--- config.mk ---
export PLATFORM = sky130hd
export DESIGN_NAME = rpc_seq_adder
export DESIGN_NICKNAME = d
export VERILOG_FILES = /design/src/rtl/rpc_seq_adder.sv
export SDC_FILE = /design/constraint.sdc
export NUM_CORES = 1
export LEC_CHECK = 0
export CAP_MARGIN = 20
export CORE_UTILIZATION = 50
export CTS_CLUSTER_DIAMETER = 50
export DETAILED_ROUTE_END_ITERATION = 6
export PLACE_DENSITY_LB_ADDON = 0.3
export RECOVER_POWER = 100
export SLEW_MARGIN = 30
export SYNTH_ARGS = -nofsm -noshare
export SYNTH_HDL_FRONTEND = slang
export SYNTH_SLANG_ARGS = --single-unit
--- constraint.sdc ---
create_clock -name clk -period 6.56 [get_ports clk]
set_input_delay 0.984 -clock clk [delete_from_list [all_inputs] [get_ports clk]]
set_output_delay 0.984 -clock clk [all_outputs]
set_load 0.005 [all_outputs]
--- src/rtl/rpc_seq_adder.sv ---
// rtl/rpc_seq_adder.sv - multi-cycle wide add/sub built on one narrow rpc_adder
//
// Purpose: adds or subtracts two W-bit operands one NR_BITS-wide chunk per clock,
//          LSB chunk first, chaining the carry between chunks through a register.
// Ports:
//   clk, rst        clock (rising edge) and asynchronous active-high reset
//   start           request; sampled only while ready=1
//   sub             0: a+b+c_in, 1: a-b (c_in ignored)
//   c_in            carry-in for addition
//   a, b            W-bit operands, latched on the accepting edge
//   ready/busy/done one-hot status for IDLE/RUN/DONE; done is a one-cycle pulse
//   sum             W-bit result register
//   c_out           final carry (for sub: 1 = no borrow)
//   overflow        two's-complement signed overflow of the full-width result

module rpc_adder #(
  parameter int NR_BITS = 4
) (
  input  logic [NR_BITS-1:0] i_a,
  input  logic [NR_BITS-1:0] i_b,
  input  logic               i_c,
  output logic [NR_BITS-1:0] o_sum,
  output logic               o_c
);
  assign {o_c, o_sum} = {1'b0, i_a} + {1'b0, i_b} + {{NR_BITS{1'b0}}, i_c};
endmodule

module rpc_seq_adder #(
  parameter int NR_BITS   = 4,
  parameter int NR_CHUNKS = 4
) (
  input  logic                         clk,
  input  logic                         rst,
  input  logic                         start,
  input  logic                         sub,
  input  logic                         c_in,
  input  logic [NR_BITS*NR_CHUNKS-1:0] a,
  input  logic [NR_BITS*NR_CHUNKS-1:0] b,
  output logic                         ready,
  output logic                         busy,
  output logic                         done,
  output logic [NR_BITS*NR_CHUNKS-1:0] sum,
  output logic                         c_out,
  output logic                         overflow
);
  localparam int W     = NR_BITS * NR_CHUNKS;
  localparam int IDX_W = (NR_CHUNKS > 1) ? $clog2(NR_CHUNKS) : 1;

  typedef enum logic [1:0] {
    S_IDLE,
    S_RUN,
    S_DONE
  } state_t;

  state_t             r_state;
  state_t             w_next;
  logic [IDX_W-1:0]   r_idx;
  logic               r_carry;
  logic [W-1:0]       r_a;
  logic [W-1:0]       r_b;   // effective B: already inverted for subtraction
  logic [W-1:0]       r_sum;
  logic               r_c_out;
  logic               r_ovf;

  logic [NR_BITS-1:0] w_a_chunk;
  logic [NR_BITS-1:0] w_b_chunk;
  logic [NR_BITS-1:0] w_s_chunk;
  logic               w_ac;
  logic               w_last;

  assign w_last = (r_idx == IDX_W'(NR_CHUNKS - 1));

  // Chunk select written as a constant-index mux so that no variable part-select
  // width arithmetic is needed.
  always_comb begin
    w_a_chunk = '0;
    w_b_chunk = '0;
    for (int k = 0; k < NR_CHUNKS; k++) begin
      if (r_idx == IDX_W'(k)) begin
        w_a_chunk = r_a[k*NR_BITS +: NR_BITS];
        w_b_chunk = r_b[k*NR_BITS +: NR_BITS];
      end
    end
  end

  rpc_adder #(.NR_BITS(NR_BITS)) u_adder (
    .i_a   (w_a_chunk),
    .i_b   (w_b_chunk),
    .i_c   (r_carry),
    .o_sum (w_s_chunk),
    .o_c   (w_ac)
  );

  always_ff @(posedge clk or posedge rst) begin
    if (rst) begin
      r_state <= S_IDLE;
    end else begin
      r_state <= w_next;
    end
  end

  always_comb begin
    w_next = r_state;
    ready  = 1'b0;
    busy   = 1'b0;
    done   = 1'b0;
    case (r_state)
      S_IDLE: begin
        ready = 1'b1;
        if (start) w_next = S_RUN;
      end
      S_RUN: begin
        busy = 1'b1;
        if (w_last) w_next = S_DONE;
      end
      S_DONE: begin
        done   = 1'b1;
        w_next = S_IDLE;
      end
      default: w_next = S_IDLE;
    endcase
  end

  always_ff @(posedge clk or posedge rst) begin
    if (rst) begin
      r_idx   <= '0;
      r_carry <= 1'b0;
      r_a     <= '0;
      r_b     <= '0;
      r_sum   <= '0;
      r_c_out <= 1'b0;
      r_ovf   <= 1'b0;
    end else begin
      case (r_state)
        S_IDLE: begin
          if (start) begin
            r_a     <= a;
            // a - b computed as a + ~b + 1
            r_b     <= sub ? ~b : b;
            r_carry <= sub ? 1'b1 : c_in;
            r_idx   <= '0;
          end
        end
        S_RUN: begin
          for (int k = 0; k < NR_CHUNKS; k++) begin
            if (r_idx == IDX_W'(k)) r_sum[k*NR_BITS +: NR_BITS] <= w_s_chunk;
          end
          r_carry <= w_ac;
          if (w_last) begin
            r_c_out <= w_ac;
            r_ovf   <= (r_a[W-1] == r_b[W-1]) && (w_s_chunk[NR_BITS-1] != r_a[W-1]);
            r_idx   <= '0;
          end else begin
            r_idx   <= r_idx + 1'b1;
          end
        end
        default: ;
      endcase
    end
  end

  assign sum      = r_sum;
  assign c_out    = r_c_out;
  assign overflow = r_ovf;

endmodule

# ---- Yosys cells after proc, flatten, opt, wreduce, memory -nomap -nowiden
# Index checks and enable logic that the tools add are counted.
# Widths: inputs -> output; s select.
dict set report word_totals {
  register_bits 55
  elab_cells 56
}
dict set report classes {
  bitwise 1
  addsub 3
  mux 21
  reduce_logical 11
  n_eq_ne 9
}
# cell n
set ops {}
lappend ops {{$mux 4} 8}
lappend ops {{$mux 16} 1}
lappend ops {{$not 16->16} 1}
lappend ops {{$reduce_and 2->1} 7}
lappend ops {{$mux 2} 4}
lappend ops {{$pmux 2 s2} 2}
lappend ops {{$eq 2x2->1 const B} 3}
lappend ops {{$add 4x4->5} 1}
lappend ops {{$add 5x1->5} 1}
lappend ops {{$mux 1} 5}
lappend ops {{$eq 2x1->1 const B} 2}
lappend ops {{$logic_not 2->1} 2}
lappend ops {{$ne 2x2->1 const B} 2}
lappend ops {{$add 2x1->2 const B} 1}
lappend ops {{$pmux 1 s2} 1}
lappend ops {{$reduce_bool 2->1} 1}
lappend ops {{$eq 1x1->1} 1}
lappend ops {{$logic_and 1x1->1} 1}
lappend ops {{$ne 1x1->1} 1}

# ---- Logic depth before layout (Yosys ltp)
# Gate-level depths: netlist of run 1.
dict set report logic_depth {
  word_depth 9
  mapped_depth 13
}

# ---- Modules after synthesis
# A second synthesis of run 1 with hierarchy kept.
dict set report unflattened {
  cells_unflattened 264
  hier_area_um2 2660.1
}
# mod seq_area_each_um2 n_inst area_each_um2 cells_each
set by_module_without_submodules {}
lappend by_module_without_submodules {rpc_seq_adder 1376.3 1 2516.2 248}
lappend by_module_without_submodules {rpc_adder 0.0 1 143.9 16}

# ---- Worst setup path before layout of run 1
# Ideal clock, no wire load.
dict set report synth_timing {
  path_type {register to register}
  start {register r_idx[0]}
  end {register r_carry}
  n_path_buf 1
  setup_slack_ns 4.016
  setup_ns 0.134
  stages_incl_launch_ff 14
  t_arrival_ns 2.410
  cell_sequence {dfrtp_1 inv_1 ha_1 buf_6 nor2b_1 a221oi_1 nor3_1 a21oi_1 fa_1 inv_1 fa_1 a21o_1 a21oi_1 o211ai_1}
}
dict set report synth_between {
  elab_chain_len 8
  word_cells_on_any_way 15
}
# element line
set synth_rtl {}
lappend synth_rtl {{start, declared} 57} ;# logic [IDX_W-1:0] r_idx;
lappend synth_rtl {{start signal, assigned} 154} ;# r_idx <= r_idx + 1'b1;
lappend synth_rtl {{$logic_not 2->1} 79} ;# if (r_idx == IDX_W'(k)) begin
lappend synth_rtl {{$mux 4 (4 in a row)} 79}
lappend synth_rtl {{$add 4x4->5 *} 25} ;# assign {o_c, o_sum} = {1'b0, i_a} + {1'b0, i_b} + {{NR_BITS{1'b0}}, i_c};
lappend synth_rtl {{$add 5x1->5 *} 25}
lappend synth_rtl {{$pmux 1 s2 *} 134} ;# case (r_state)
lappend synth_rtl {{end signal, assigned} 140} ;# r_carry <= sub ? 1'b1 : c_in;
lappend synth_rtl {{end signal, assigned} 148} ;# r_carry <= w_ac;
lappend synth_rtl {{end, declared} 58} ;# logic r_carry;
# Every way passes the cells marked *; elsewhere a longest branch is shown, timed or not.
# A chain may end at the register's enable or synchronous reset.

# ---- Worst setup path in the final report of run 1
dict set report layout_timing {
  start {input port start}
  end {register r_b[5]}
}
dict set report layout_between {
  elab_chain_len 1
}
# element line
set layout_rtl {}
lappend layout_rtl {{start, declared} 34} ;# input logic start,
lappend layout_rtl {{$reduce_and 2->1 (no source line)} n/a}
lappend layout_rtl {{end signal, assigned} 139} ;# r_b <= sub ? ~b : b;
lappend layout_rtl {{end, declared} 60} ;# logic [W-1:0] r_b;
# Every way passes these cells.

==> reports/qor.yml, run 1 <==
status:
  status: "complete, but fails checks"
  violations: "max-capacitance violations, max-slew violations"
power_and_ir_drop:
  peakVddDrop_uv: 194
  power.density_nw_per_um2: 475
  p_leak_nw: 1.56
layout:
  antenna_cells: 0
  fill_cells: 435
  synthToLayoutAreaGrowth_pct: 22.4
  drive_gt1_share_pct: 5.59
  nNetsFinal: 385
  utilization_pct: 64.9
global_route:
  antenna_found_initial: 0
  track_usage_pct: 20.4
  grt_pass1_vias: 2080
  grt_overflow: 0
  grt_pass1_wl_mm: 9.45
  grt_max_degree: 56
logic_synthesis:
  synth.avg_cell_area_um2: 9.52
  syn-cell-area_um2: 2760
  ys_top_cells_by_count: "nand2_1 (93), dfrtp_1 (55), o21ai_0 (28)"
  yosys_register_bits: 55
  yosysMostFrequentCell: "nand2_1"
  synth_edf_count: 0
  ys_seq_area_share_pct: 49.8
  synth_ff_type: "dfrtp_1"
  synth.area.top_cells: "dfrtp_1 (50%), nand2_1 (13%), xnor2_1 (5.7%), o21ai_0 (5.1%), ha_1 (3.2%)"
  synth_area_leader_cell: "dfrtp_1"
  syn-num-nets: 336
  ys_warn_count: 0
  async_reset_ff_share_pct: 100
  synth.distinct_cells: 37
  synth_top_area_share_pct: 49.8
  synthCells: 290
clocking:
  tritoncts: "done"
  post-cts-setup-buffers: 0
  clkSinkCount: 55
  cts-htree-levels: 2
  cts_hold_buf: 0
  root_buffer: "clkbuf_8"
  path_clk_slew_ns: 0.11
  cts.path.max_buffers: 2
  cts_resized: 0
  worstSkewPairLatency_ns: 0.32
  numCtsBuffers: 5
critical_path:
  critical_path.startpoint_type: "input pin"
  crit_path_end_kind: "flip-flop"
  reg2reg_from: "r_idx[1]"
  path_class: "in -> reg"
  rr_endpoint: "c_out"
  path_max_fanout: 51
  rr_worst_depth: 12
  reg2reg_slack_ns: 3.51
  worstPathRequired_ns: 6.67
  arrival_ns: 3.25
die:
  start_util_pct: 53.1
  io_pins: 58
  row_count: 26
  fp.dieH_um: 76.3
  coreArea_um2: 5200
  die_x_um: 76.3
  die_area_um2: 5820
drt:
  routed-via-count: 2080
  final_antenna_net_count: 0
  wl_per_cell_um: 12.9
  drc_errors: 0
  drtIter0Drc: 116
  dr_wl_met3_um: 167
  detail_route.vias_per_cell: 5.07
  m1WireLength_mm: 2.41
  firstDrtPassIters: 4
  top_layer: "met4"
  drt-total-wl_mm: 5.28
  route.met2.wl_mm: 2.65
sta:
  setup_viol: 0
  hold_viol: 0
  min_period_ns: 3.14
  setup_ws_ns: 3.42
  max_freq_mhz: 318
  fin_setup_tns_ns: 0
  tightest_slew_ns: 2.38
  rsz0062_at_grt: "no"
  slew_violations: 108
  fin_crit_sh_pct: 47.9
  relSlewSlack_pct: -59.4
  skew_ns: 0.0148
flow_run:
  maxCapViolations: 2
hold_path:
  min_path_type: "reg -> reg"
  holdPathEnd: "sum[3]"
  min_path_cells: 2
  hold_start: "sum[3]"
placed_design:
  gp_congestion: 0.774
  dp_hpwl_mm: 3.83
  place_ws_ns: 3.56
  port_buffers: 57
==> worst max-delay path by stage <==
stage	depth (start not counted)	to	start	slack, ns
CTS	12	c_out	r_idx[1]	3.55
global route	4	r_b[5]	start	3.07
floorplan	13	r_carry	r_idx[0]	4.02
detailed placement	12	c_out	r_idx[1]	3.56
global placement	12	r_carry	r_idx[1]	3.71
finish	4	r_b[5]	start	3.42
==> metal layers <==
metal | global-route usage, % | vias up
li1 | - | 1050
met1 | 25.0 | 976
met3 | 3.83 | 8
met4 | 6.92 | 0
met2 | 35.8 | 46
met5 | 0 | -
==> sequential cells by signal (all words and copies together) (netlist names) <==
register / flops
overflow: 1
sum: 16
r_carry: 1
r_idx: 2
r_a: 16
c_out: 1
r_state: 2
r_b: 16
==> area by class of cell <==
type                       count  area (µm²)  share of cell area (%)
clock inverter                 3        25.0                   0.740
inverter                       7        37.5                    1.11
sequential                    55        1380                    40.7
clock buffer                   5        68.8                    2.04
multi-input combinational    212        1210                    35.8
tap                           70        87.6                    2.59
timing repair buffer          58         574                    17.0
==> power breakdown <==
part / internal (mW) / switching (mW) / leakage, nW
logic: 0.356 / 0.460 / 0.829
registers: 0.499 / 0.0972 / 0.687
clock network: 0.0766 / 0.116 / 0.0443
==> worst max-delay path, stage by stage <==
cell and delay, ns:
dlygate4sd3_1 0.55, nand2_1 0.06, clkbuf_1 1.34, o21ai_0 0.29
==> per-stage QoR <==
step | total power, mW | hold WS, ns | std cells | area (µm²)
2_1_floorplan | 1.19 | 0.438 | 290 | 2760
3_3_place_gp | 1.44 | 0.460 | 402 | 3310
3_5_place_dp | 1.47 | 0.468 | 402 | 3320
4_1_cts | 1.66 | 0.492 | 410 | 3410
5_1_grt | 1.75 | 0.513 | 410 | 3380
6_report | 1.61 | 0.481 | 410 | 3380
==> cells by family (layout without fill, tap and decap cells) <==
group / after synthesis / in the layout / share of synthesized area, %
adder cells (fa/ha/maj): 9 / 9 / 4.62
buffers and inverters: 23 / 73 / 5.44
XOR/XNOR: 18 / 18 / 5.71
flip-flops: 55 / 55 / 49.8
multiplexers: 4 / 4 / 1.90
AND/OR/NAND/NOR: 121 / 121 / 20.2
AO/OA/AOI/OAI: 60 / 60 / 12.3
==> cell usage in the layout (no fill, tap or decap), types with 7 or more instances in the layout <==
cell type        count
clkdlybuf4s50_1     36
ha_1                 7
a21oi_1             14
dlygate4sd3_1       21
o21ai_0             32
dfrtp_1             55
xnor2_1             18
nand3b_1             7
nand2_1             94
Power figures use the tool's default switching activity.
==> inputs of run 2 (changes only) <==
clock period = 2.95 ns   (was 6.56 ns; I/O delays follow)
==> run 2 against run 1 <==
Against the previous run: the run now ends clean; sequential share of layout area shrank 0.78 points; combinational power grew 140%; setup slack lost 3.2 ns; critical path type is now reg -> reg; critical endpoint is now r_carry; largest power group unchanged.
==> reports/qor.yml, run 2 (synthesis gave the netlist of run 1 again) <==
drt:
  detail_route.vias_per_cell: 4.97  # -2.0%
  final_antenna_net_count: 0  # unchanged
  firstDrtPassIters: 4  # unchanged
  drc_errors: 0  # unchanged
  drt-total-wl_mm: 5.34  # +1.0%
  wl_per_cell_um: 12.8  # -0.44%
  routed-via-count: 2068  # -0.58%
  drtIter0Drc: 91  # -22%
die:
  io_pins: 58  # unchanged
  coreArea_um2: 5200  # unchanged
  row_count: 26  # unchanged
  start_util_pct: 53.1  # unchanged
  die_x_um: 76.3  # unchanged
  fp.dieH_um: 76.3  # unchanged
  die_area_um2: 5820  # unchanged
power_and_ir_drop:
  power.density_nw_per_um2: 1080  # +130%
  p_leak_nw: 1.58  # +1.2%
  power_mw: 3.73  # +130%
  peakVddDrop_uv: 493  # +150%
placed_design:
  place_ws_ns: 0.126  # -3.44 ns
  dpl.cell_count: 408  # +1.5%
  port_buffers: 57  # unchanged
  dp_hpwl_mm: 4.05  # +5.7%
  gp_congestion: 0.839  # +8.4%
critical_path:
  rr_endpoint: "r_carry"
  path_max_fanout: 9  # -82%
  critical_path.startpoint_type: "flip-flop"
  critPathMaxStageDelay_ns: 0.40  # -0.94 ns
  worstPathRequired_ns: 3.14  # -3.53 ns
  rr_worst_depth: 12  # unchanged
  crit_slowest_cell: "fa_1"
  critPathCapture: "r_carry"
  arrival_ns: 2.95  # -0.30 ns
  reg2reg_from: "r_idx[1]"
  path_class: "reg -> reg"
  cp-startpoint: "r_idx[1]"
  crit_chain: "inv_1 > ha_2 > buf_4 > a221oi_1 > nor3_1 > a21oi_1 > fa_1 > inv_1 > fa_1 > a21o_1 > a21oi_1 > o211ai_1"
  reg2reg_slack_ns: 0.18  # -3.33 ns
  crit_path_end_kind: "flip-flop"
flow_run:
  maxCapViolations: 0  # -2
global_route:
  grt_overflow: 0  # unchanged
  met2_usage_pct: 33.0  # -2.8 points
  grt_max_degree: 52  # -7.1%
  antenna_found_initial: 0  # unchanged
  met3_usage_pct: 4.43  # +0.60 points
  grt_pass1_wl_mm: 9.35  # -1.1%
  grt_busiest_layer: "met2"
  grt_pass1_vias: 1983  # -4.7%
  grtUsageMet1_pct: 27.2  # +2.2 points
  track_usage_pct: 20.4  # +0.027 points
sta:
  hold_viol: 0  # unchanged
  max_freq_mhz: 361
  slew_violations: 0  # -100%
  skew_ns: 0.00459  # -0.0102 ns
  relSlewSlack_pct: 32.4  # +92 points
  setup_ws_ns: 0.183  # -3.24 ns
  fin_crit_sh_pct: 93.8
  rsz0062_at_grt: "yes"
  tightest_slew_ns: 1.01  # -1.37 ns
  fin_setup_tns_ns: 0  # unchanged
  min_period_ns: 2.77
  setup_viol: 0  # unchanged
clocking:
  cts-htree-levels: 2  # unchanged
  worstSkewPairLatency_ns: 0.31  # about the same
  path_clk_slew_ns: 0.09  # -0.02 ns
  clkSinkCount: 55  # unchanged
  post-cts-setup-buffers: 0  # unchanged
  numCtsBuffers: 5  # unchanged
  cts_hold_buf: 0  # unchanged
  tritoncts: "done"
  cts_resized: 0  # unchanged
  root_buffer: "clkbuf_8"
  cts.path.max_buffers: 2  # unchanged
layout:
  drive_gt1_share_pct: 8.67  # +3.1 points
  final_common_cell: "nand2_1"
  synthToLayoutAreaGrowth_pct: 24.8
  utilization_pct: 66.2  # +1.3 points
  final_cell_mix: "nand2_1 (93), clkdlybuf4s50_1 (56), dfrtp_1 (55)"
  instances_no_fill: 416  # +1.5%
  nNetsFinal: 391  # +1.6%
  antenna_cells: 0  # unchanged
  fill_cells: 448  # +3.0%
hold_path:
  min_path_type: "reg -> reg"
status:
  status: "completed"
==> run 2: changes by cell type in the layout (fill, tap and decap cells not counted), sizes merged <==
cell,before,now
clkbuf,6,9
clkinvlp,2,1
clkinv,2,1
dlygate4sd3,21,1
inv,6,7
clkdlybuf4s50,36,56
buf,0,4
==> run 2: worst max-delay path, delay by kind of cell, from the launching register on <==
family	cells	cell delay, ns
AND/OR/NAND/NOR	1	0.08
buffers and inverters	3	0.33
flip-flops	1	0.39
adder cells (fa/ha/maj)	3	0.86
AO/OA/AOI/OAI	5	0.99
==> run 2: worst min-delay path by stage <==
stage	startpoint	end	slack, ns	cells past startpoint
after floorplan	r_a[0]	r_a[0]	0.44	2
after global placement	sum[0]	sum[0]	0.46	2
after detailed placement	r_a[2]	r_a[2]	0.47	2
after CTS	r_a[2]	r_a[2]	0.49	2
after global routing	r_a[11]	r_a[11]	0.51	2
final	sum[11]	sum[11]	0.48	2
==> run 2: per-layer routing <==
metal  wire length (µm)  up-vias
met5                  0        -
met4                 77        0
met3                211        6
met2               2570       45
met1               2480      953
li1                   -     1064
==> run 2: cell type report <==
class,count,area [µm²],share of cell area (%)
Clock buffer,6,72.6,2.11
Tap cell,70,87.6,2.54
Multi-Input combinational cell,212,1250,36.2
Timing Repair Buffer,64,614,17.8
Sequential cell,55,1380,39.9
Inverter,7,36.3,1.05
Clock inverter,2,12.5,0.363
==> run 2: metrics by stage <==
step	cell area, µm²	hold WS (ns)
CTS	3460	0.488
finish	3450	0.484
global placement	3370	0.461
floorplan	2760	0.438
global route	3450	0.515
detailed placement	3370	0.466
==> run 2: power breakdown <==
group,internal [mW],switching (mW)
combinational,0.921,1.06
clock,0.166,0.240
sequential,1.11,0.227
==> inputs of run 3 (changes only) <==
CORE_MARGIN = 8   (was unset)
==> run 3 against run 2 <==
Against the previous run: the flow now finishes with violations (max-capacitance violations, max-slew violations); non-clock buffer count unchanged; sequential cell count is the same; final area is essentially flat; die area is 40% higher; utilization down 2.4 points; wire length grew 10%; global-route usage fell by 5.6 points; register-to-register slack gained 0.06 ns; largest cell class unchanged; highest routed layer unchanged.
==> reports/qor.yml, run 3 (synthesis gave the netlist of run 1 again) <==
status:
  status: "complete, but fails checks"
  violations: "max-capacitance violations, max-slew violations"
die:
  io_pins: 58  # unchanged
  fp.dieH_um: 90.3  # +18%
  coreArea_um2: 5410  # +3.8%
  die_x_um: 90.3  # +18%
  row_count: 27  # +3.8%
  die_area_um2: 8160  # +40%
  start_util_pct: 51.1  # -2.0 points
placed_design:
  gp_congestion: 0.901  # +7.4%
  placed_cell_area_um2: 3370  # about the same
  place_ws_ns: 0.0540  # -0.0723 ns
  port_buffers: 57  # unchanged
  dp_hpwl_mm: 4.50  # +11%
power_and_ir_drop:
  swShare_pct: 40.7  # -0.30 points
  peakVddDrop_uv: 440  # -11%
  power.density_nw_per_um2: 1070  # -0.91%
  pwr-share-clk_pct: 13.0  # +2.1 points
  combinationalPowerShare_pct: 50.6  # -2.6 points
  switching_power_mw: 1.50  # -1.6%
  p_leak_nw: 1.61  # +1.7%
  intPower_mw: 2.19  # -0.37%
  seq_power_share_pct: 36.4  # +0.5 points
  power_mw: 3.69  # -0.87%
layout:
  nNetsFinal: 391  # unchanged
  final_common_cell: "nand2_1"
  antenna_cells: 0  # unchanged
  synthToLayoutAreaGrowth_pct: 24.8  # about the same
  drive_gt1_share_pct: 7.25  # -1.4 points
  final_cell_mix: "nand2_1 (93), dfrtp_1 (55), clkdlybuf4s50_1 (34)"
  fin_area_um2: 3450  # about the same
sta:
  max_freq_mhz: 369  # +2.2%
  fin_crit_sh_pct: 91.8  # -2.0 points
  slew_violations: 52  # +52
  skew_ns: 0.00929  # +0.00470 ns
  relSlewSlack_pct: -20.7  # -53 points
  min_period_ns: 2.71  # -0.0591 ns
  rsz0062_at_grt: "yes"
  setup_viol: 0  # unchanged
  setup_ws_ns: 0.242  # +0.0591 ns
  tightest_slew_ns: 1.81  # +0.798 ns
  fin_setup_tns_ns: 0  # unchanged
  hold_ws_ns: 0.481  # -0.00266 ns
  hold_viol: 0  # unchanged
critical_path:
  worstPathRequired_ns: 3.13  # about the same
  critPathMaxStageDelay_ns: 0.47  # +0.07 ns
  path_max_fanout: 5  # -4
  crit_slowest_cell: "dfrtp_1"
  critical_path.startpoint_type: "flip-flop"
  cpLargestDelayFamily: "compound AO/OA/AOI/OAI gates"
  cp.buffers_inverters: 2  # -1
  path_class: "reg -> reg"
  arrival_ns: 2.88  # -0.07 ns
  crit_chain: "inv_1 > ha_1 > nor2b_1 > a221oi_1 > nor3_1 > a21oi_1 > fa_1 > inv_1 > fa_1 > a21o_1 > a21oi_1 > o211ai_1"
  crit_path_end_kind: "flip-flop"
drt:
  final_antenna_net_count: 0  # unchanged
  drt-total-wl_mm: 5.88  # +10%
  detail_route.vias_per_cell: 5.03  # +1.3%
  drc_errors: 0  # unchanged
  drtIter0Drc: 93  # +2.2%
  routed-via-count: 2099  # +1.5%
  firstDrtPassIters: 4  # unchanged
  wl_per_cell_um: 14.1  # +9.9%
clocking:
  tritoncts: "done"
  root_buffer: "clkbuf_8"
  cts_hold_buf: 0  # unchanged
  cts.path.max_buffers: 2  # unchanged
  clkSinkCount: 55  # unchanged
  worstSkewPairLatency_ns: 0.30  # about the same
  numCtsBuffers: 5  # unchanged
  path_clk_slew_ns: 0.10  # about the same
  cts-htree-levels: 2  # unchanged
global_route:
  antenna_found_initial: 0  # unchanged
  grt_max_degree: 52  # unchanged
  grt_pass1_wl_mm: 9.96  # +6.6%
  grt_pass1_vias: 2117  # +6.8%
  grt_overflow: 0  # unchanged
  track_usage_pct: 14.8  # -5.6 points
flow_run:
  maxCapViolations: 1  # +1
hold_path:
  min_path_type: "reg -> reg"
==> run 3: cell count changes in the layout (fill, tap and decap cells not counted), moves of 2 or more <==
| cell | delta |
|---|---|
| o21ai_0 | +2 |
| mux2_4 | -2 |
| dlygate4sd3_1 | +21 |
| clkdlybuf4s50_1 | -22 |
| o21ai_1 | -2 |
| mux2_1 | +2 |
==> run 3: cell type report <==
| type | instances | area, µm² |
|---|---|---|
| Fill cell | 488 | 1960 |
| Timing Repair Buffer | 64 | 608 |
| Inverter | 7 | 36.3 |
| Tap cell | 72 | 90.1 |
| Clock inverter | 2 | 37.5 |
| Sequential cell | 55 | 1380 |
| Clock buffer | 5 | 68.8 |
| Multi-Input combinational cell | 212 | 1230 |
==> run 3: power by group through the flow <==
stage | Sequential [mW] | Combinational [mW] | Clock [mW]
finish | 1.34 | 1.87 | 0.482
global route | 1.38 | 2.12 | 0.516
CTS | 1.35 | 1.96 | 0.486
detailed placement | 1.36 | 1.96 | 0
global placement | 1.35 | 1.89 | 0
floorplan | 1.30 | 1.36 | 0
==> run 3: metrics by stage <==
step           std cells  util [%]
2_1_floorplan        290         -
3_3_place_gp         410      62.4
3_5_place_dp         410      62.4
4_1_cts              417      64.4
5_1_grt              417      63.8
6_report             417      63.8
==> run 3: worst reg2reg max path, stage by stage, from the launching register on <==
cell and delay [ns]:
dfrtp_1 0.47, inv_1 0.09, ha_1 0.21, nor2b_1 0.15, a221oi_1 0.25, nor3_1 0.07, a21oi_1 0.19, fa_1 0.23
inv_1 0.06, fa_1 0.40, a21o_1 0.20, a21oi_1 0.17, o211ai_1 0.10
==> run 3: what timing repair did <==
action                     4_1_cts  5_1_grt
setup endpoints to repair        0       14
resized for setup                0        2
buffers inserted                 0        0
==> run 3: layer usage <==
metal | track usage (%) | share of wire, % | vias to the layer above
met5 | 0 | 0 | -
met1 | 18.7 | 45 | 971
li1 | - | - | 1064
met3 | 4.49 | 5.4 | 11
met2 | 23.6 | 48 | 53
met4 | 4.99 | 2.0 | 0
==> run 3: worst paths after layout <==
kind,from,endpoint,slack (ns),cells past startpoint
max,r_idx[0],r_carry,0.24,12
min,overflow,overflow,0.48,2
max reg2reg,r_idx[0],r_carry,0.24,12
min reg2reg,overflow,overflow,0.48,2
max in group asynchronous,rst,c_out,0.91,3
min in group asynchronous,rst,r_a[12],0.79,2
